$ cat src/rtl/lcd_pkg.sv
// rtl/lcd_pkg.sv - shared types and constants for the character LCD path
package lcd_pkg;

  typedef enum logic [1:0] {
    WAIT_INIT = 2'd0,
    IDLE      = 2'd1,
    STROBE    = 2'd2,
    GAP       = 2'd3
  } feeder_state_t;

  localparam logic [7:0] LCD_CHAR_MIN   = 8'h20;
  localparam logic [7:0] LCD_CHAR_MAX   = 8'h7E;
  localparam int         LCD_GAP_CYCLES = 100;

  // True for bytes the LCD character generator can display directly.
  function automatic logic is_printable(input logic [7:0] b);
    return (b >= LCD_CHAR_MIN) && (b <= LCD_CHAR_MAX);
  endfunction

endpackage

$ cat src/rtl/byte_fifo.sv
// rtl/byte_fifo.sv - synchronous byte FIFO with occupancy level
module byte_fifo #(
  parameter int DEPTH = 16
) (
  input  logic                     clk,
  input  logic                     rst_n,
  input  logic                     push,
  input  logic [7:0]               push_data,
  input  logic                     pop,
  output logic [7:0]               pop_data,
  output logic [$clog2(DEPTH):0]   level
);

  localparam int AW = $clog2(DEPTH);
  localparam int LW = AW + 1;

  logic [7:0]    mem [DEPTH];
  logic [AW-1:0] wr_ptr;
  logic [AW-1:0] rd_ptr;

  // Head of queue is always visible so the caller can register it on pop.
  assign pop_data = mem[rd_ptr];

  // Storage array; contents are don't-care until written, so no reset.
  always_ff @(posedge clk) begin
    if (push) begin
      mem[wr_ptr] <= push_data;
    end
  end

  // Pointers and level; simultaneous push and pop leaves the level unchanged.
  always_ff @(posedge clk or negedge rst_n) begin
    if (!rst_n) begin
      wr_ptr <= '0;
      rd_ptr <= '0;
      level  <= '0;
    end else begin
      if (push) begin
        wr_ptr <= wr_ptr + AW'(1);
      end
      if (pop) begin
        rd_ptr <= rd_ptr + AW'(1);
      end
      case ({push, pop})
        2'b10:   level <= level + LW'(1);
        2'b01:   level <= level - LW'(1);
        default: level <= level;
      endcase
    end
  end

endmodule

$ cat src/rtl/lcd_char_feeder.sv
// rtl/lcd_char_feeder.sv - filters, buffers and paces characters to the LCD driver
module lcd_char_feeder
  import lcd_pkg::*;
#(
  parameter int DEPTH      = 16,
  parameter int GAP_CYCLES = LCD_GAP_CYCLES
) (
  input  logic                     clk,
  input  logic                     rst_n,
  input  logic                     in_valid,
  input  logic [7:0]               in_byte,
  output logic                     in_ready,
  input  logic                     init_complete,
  output logic                     ready,
  output logic [7:0]               msg_byte,
  output logic [$clog2(DEPTH):0]   fifo_level,
  output logic [7:0]               dropped_count
);

  localparam int LW = $clog2(DEPTH) + 1;
  localparam int CW = (GAP_CYCLES > 1) ? $clog2(GAP_CYCLES) : 1;
  localparam logic [CW-1:0] GAP_LOAD = CW'(GAP_CYCLES - 1);

  feeder_state_t state, state_nxt;
  logic [CW-1:0] gap_cnt, gap_cnt_nxt;
  logic          ready_nxt;
  logic [7:0]    msg_nxt;
  logic [7:0]    head;
  logic          accept, push, drop, pop;

  // Only the registered level gates acceptance, so a same-cycle pop never frees a slot early.
  assign in_ready = (fifo_level < LW'(DEPTH));
  assign accept   = in_valid && in_ready;
  assign push     = accept && is_printable(in_byte);
  assign drop     = accept && !is_printable(in_byte);

  byte_fifo #(.DEPTH(DEPTH)) u_fifo (
    .clk       (clk),
    .rst_n     (rst_n),
    .push      (push),
    .push_data (in_byte),
    .pop       (pop),
    .pop_data  (head),
    .level     (fifo_level)
  );

  // Saturating count of discarded control bytes.
  always_ff @(posedge clk or negedge rst_n) begin
    if (!rst_n) begin
      dropped_count <= '0;
    end else if (drop && (dropped_count != 8'hFF)) begin
      dropped_count <= dropped_count + 8'd1;
    end
  end

  // Pacing state, strobe and gap counter registers.
  always_ff @(posedge clk or negedge rst_n) begin
    if (!rst_n) begin
      state    <= WAIT_INIT;
      ready    <= 1'b0;
      msg_byte <= 8'h00;
      gap_cnt  <= '0;
    end else begin
      state    <= state_nxt;
      ready    <= ready_nxt;
      msg_byte <= msg_nxt;
      gap_cnt  <= gap_cnt_nxt;
    end
  end

  // Next-state logic: pop in IDLE, one strobe cycle, then a full gap countdown.
  always_comb begin
    state_nxt   = state;
    ready_nxt   = 1'b0;
    msg_nxt     = msg_byte;
    gap_cnt_nxt = gap_cnt;
    pop         = 1'b0;
    case (state)
      WAIT_INIT: begin
        if (init_complete) begin
          state_nxt = IDLE;
        end
      end
      IDLE: begin
        if (!init_complete) begin
          state_nxt = WAIT_INIT;
        end else if (fifo_level != '0) begin
          pop       = 1'b1;
          ready_nxt = 1'b1;
          msg_nxt   = head;
          state_nxt = STROBE;
        end
      end
      STROBE: begin
        gap_cnt_nxt = GAP_LOAD;
        state_nxt   = GAP;
      end
      GAP: begin
        if (gap_cnt == '0) begin
          state_nxt = init_complete ? IDLE : WAIT_INIT;
        end else begin
          gap_cnt_nxt = gap_cnt - CW'(1);
        end
      end
      default: state_nxt = WAIT_INIT;
    endcase
  end

endmodule

$ cat config.mk
export PLATFORM = sky130hd
export DESIGN_NAME = lcd_char_feeder
export DESIGN_NICKNAME = d
export VERILOG_FILES = /design/src/rtl/lcd_pkg.sv /design/src/rtl/byte_fifo.sv /design/src/rtl/lcd_char_feeder.sv
export SDC_FILE = /design/constraint.sdc
export NUM_CORES = 1
export LEC_CHECK = 0
export BUFFER_PORTS_ARGS = -buffer_cell sky130_fd_sc_hd__buf_4
export CORE_ASPECT_RATIO = 2
export CORE_MARGIN = 2
export CORE_UTILIZATION = 46
export DETAILED_ROUTE_END_ITERATION = 7
export GPL_ROUTABILITY_DRIVEN = 0
export SLEW_MARGIN = 10
export SYNTH_ARGS = -nofsm -noshare
export SYNTH_HDL_FRONTEND = slang
export SYNTH_SLANG_ARGS = --single-unit
export TNS_END_PERCENT = 30
$ cat constraint.sdc
create_clock -name clk -period 3.62 [get_ports clk]
set_input_delay 0.724 -clock clk [delete_from_list [all_inputs] [get_ports clk]]
set_output_delay 0.724 -clock clk [all_outputs]
set_load 0.01 [all_outputs]
==> metrics.md <==
| Metric | Value |
|---|---|
| Placed cell count | between 600 and 700 |
| Share of synthesized registers carrying an async set or reset | between 20% and 30% |
| DRC | 0 |
| Vias | about 3.8k |
| CTS resizes | 0 |
| RSZ-0062 raised after global routing | no |
| Post-Syn Area | a little over 7000 µm² |
| Pre-CTS setup slack | roughly 0.38 ns |
| Hold Vio Cnt, Final | 0 |
| Fmax | ~350 MHz |
| Die width | 91.9 µm |
| Clock root buffer | clkbuf_16 |
| Arr. time, crit path | 3.11 ns |
| Power per cell area | approximately 740 nW/µm² |
| CTS buffer count | 17 |
| Post-Syn Instances | just over 400 |
| Max-cap violation count | 0 |
| Critical Path RT | around 4 ns |
| Synth Net Count | 436 |
| IO Pins | 35 |
| Synth Area per Inst | 17.3 µm² |
| CTS tree | built |
| Wire length of the first global-routing pass | 23200 µm |
| Antenna Cells | 0 |
| Crit path launch type | input pin |
| Post-CTS Setup Bufs | 0 |
| Vias/cell | a little under 6 |
| GRT Resource Usage Total | between 10% and 20% |
| CP max-delay cell | a211oi_2 |
| Setup WS post-layout | 0.799 ns |
| Cells along the critical path | buf_4 > and4_1 > a211oi_2 > inv_1 > ha_1 > xor2_1 > ha_1 > o211a_1 > o31ai_1 > a31oi_1 > xnor2_1 |
| Layout cells sized above 1 | between 20% and 30% |
| Worst r2r dst | u_fifo.level[4]$_DFFE_PN0P_ |
| Slowest stage delay, CP | around 0.37 ns |
| Largest vdd supply drop | 0.337 mV |
| CTS Sinks | between 150 and 200 |
| HPWL Detailed | 10200 µm |
| Fin cells | 660 |
| EDFF count, synth | 128 |
| Worst Clk Skew | between 0.004 and 0.005 ns |
| Area of the die | 16500 µm² |
| Core area | around 15000 µm² |
| Largest cells by area after synthesis | edfxtp_1 (54%), dfrtp_1 (14%), mux4_2 (8.9%) |
| XOR/XNOR Fraction of Synth Area | under 10% |
| Mean routed wirelength per cell | around 23 µm |
| Mux cell area share after synthesis | 12.5% |
| Synth Area in Simple Gates | 6.51% |
| Synth Register Bits | between 150 and 200 |
| Nature of the critical path endpoint | flip-flop |
| Largest net degree at the start of global routing | 40 |
| Starting DRC count in detailed routing | about 320 |
| Initial antenna violation count | 0 |
| Worst R2R Start | u_fifo.level[4]$_DFFE_PN0P_ |
| Top FF cell, synth | edfxtp_1 |
| Largest family of logic cells by synthesized area | multiplexers |
| Gr ovfl total | 0 |
| Util after Layout | roughly 53% |
| Die Ht | 180 µm |
| Setup CP Type | input pin to flip-flop |
| DRT Pass-1 Iters | 4 |
| Most used cell, CP | ha_1 |
| Hold Crit Class | input pin to async pin |
| Fin crit period | roughly 2.8 ns |
| H-tree Lvls | 4 |
| Filler cells | 1265 |
| Area grow syn2layout | 13.9% |
| Post-synthesis sequential area ratio | between 60% and 70% |
| Adder-Cell Fraction of Synth Area | under 10% |
| R2R Setup Slk | 0.81 ns |
| Yosys top cell by area | edfxtp_1 |
| Clock transition at path regs | about 0.06 ns |
| Critical Path Start | in_byte[5] |
| Final Cycle Share | 77.9% |
| Final Power | between 5 and 6 mW |
| Setup_tns | 0 ns |
| Max Slew Vio Count | 0 |
| Library cells used by synthesis | 56 |
| Vias in the first global route | ~4.1k |
| Compound-Gate Fraction of Synth Area | around 6.3% |
| YS warnings | 0 |
| Final setup violating endpoints | 0 |
| DRT Wirelength | about 15000 µm |
| Reg2Reg Depth | 10 |
| Slew headroom | 42.3% |
| Clock Path Buffers | 2 |
| Slew @ Worst Pin | 0.865 ns |
| Post-route ant nets | 0 |
| CP Max Fanout | 18 |
| Yosys top cell area share | a little over half |
| Outcome | finished, final reports clean |
| Clock latency on the worst-skew pair | around 0.4 ns |
| Nets | ~470 |
| Cell row count | 64 |
| LEAKAGE | 2.92 nW |
| Port bufs | 34 |
| CTS Hold Bufs | 0 |
| Initial core utilization | between 40% and 50% |
registers in the layout, indices dropped and copies added, names as in the netlist, named ones only:
register / flops
u_fifo.mem: 128
dropped_count: 8
msg_byte: 8
gap_cnt: 7
u_fifo.level: 5
u_fifo.rd_ptr: 4
u_fifo.wr_ptr: 4
ready: 1
state: 1
routing by layer:
| metal | vias to the layer above | global-route usage (%) | wire [µm] |
|---|---|---|---|
| li1 | 1703 | - | - |
| met1 | 1986 | 21.9 | 5560 |
| met2 | 109 | 35.4 | 8440 |
| met3 | 20 | 3.19 | 569 |
| met4 | 0 | 7.70 | 309 |
| met5 | - | 0 | 0 |
cells in the final DEF (no fill, tap or decap), drive strengths merged, types with 4 or more instances in the layout:
cell type,netlist,final
edfxtp,128,128
buf,18,41
dfrtp,39,39
mux4,32,32
clkbuf,5,19
nor2,17,17
and3,16,16
ha,12,12
xnor2,11,11
mux2i,11,11
a21oi,11,11
nand2,10,10
clkinv,1,10
inv,9,9
o22ai,8,8
a221oi,8,8
nand3,7,7
nor2b,6,6
o21ai,6,6
nand2b,5,5
xor2,4,4
mux2,4,4
a21o,4,4
a31oi,4,4
bufinv,0,4
nor3,4,4
per-stage QoR:
step | instance area (µm²) | hold WS (ns)
after floorplan | 7110 | 0.428
after global placement | 7500 | 0.505
after detailed placement | 7500 | 0.531
after CTS | 8090 | 0.304
after global routing | 8090 | 0.321
final | 8090 | 0.293
where the power goes:
group	internal, mW	total (mW)	switching [mW]
Combinational	0.789	1.49	0.706
Sequential	2.28	2.66	0.379
Clock	1.14	1.81	0.673
Total	4.20	5.96	1.76
cell families after synthesis:
kind of cell,after synthesis
adders and majority gates,12
and+or+nand+nor,81
muxes,47
DFF,167
AOI/OAI and AO/OA,57
buffers and inverters,33
xor gates and xnor gates,15
synthesized netlist by cell type (all sizes together), types with 6 or more instances:
| master | number |
|---|---|
| o21ai | 6 |
| dfrtp | 39 |
| nand2 | 10 |
| ha | 12 |
| and3 | 16 |
| inv | 9 |
| o22ai | 8 |
| nor2b | 6 |
| a221oi | 8 |
| a21oi | 11 |
| nand3 | 7 |
| mux4 | 32 |
| xnor2 | 11 |
| mux2i | 11 |
| nor2 | 17 |
| buf | 18 |
| edfxtp | 128 |
critical path: cells and delay by family:
kind            cells  cell delay, ns
buf+inv             2            0.30
xor+xnor            2            0.35
simple gates        1            0.23
fa+ha+maj           2            0.57
compound gates      4            0.93
area by class of cell:
cell class / instances / area (µm²) / share of cell area (%)
clock inverters: 13 / 160 / 1.98
repair buffers: 41 / 308 / 3.80
inverters: 10 / 37.5 / 0.464
multi-input cells: 212 / 2090 / 25.8
flip-flops and latches: 167 / 4820 / 59.6
well taps: 198 / 248 / 3.06
clock buffers: 19 / 433 / 5.35
how the worst max path moves through the flow:
stage	endpoint	slack [ns]	cells after the start
2_1_floorplan	u_fifo.level[4]$_DFFE_PN0P_	0.76	12
3_3_place_gp	u_fifo.level[4]$_DFFE_PN0P_	0.48	11
3_5_place_dp	u_fifo.level[4]$_DFFE_PN0P_	0.38	11
4_1_cts	u_fifo.level[4]$_DFFE_PN0P_	0.80	10
5_1_grt	u_fifo.level[4]$_DFFE_PN0P_	0.70	11
6_report	u_fifo.level[4]$_DFFE_PN0P_	0.80	11
No activity file was read; power rests on OpenSTA's default activity.
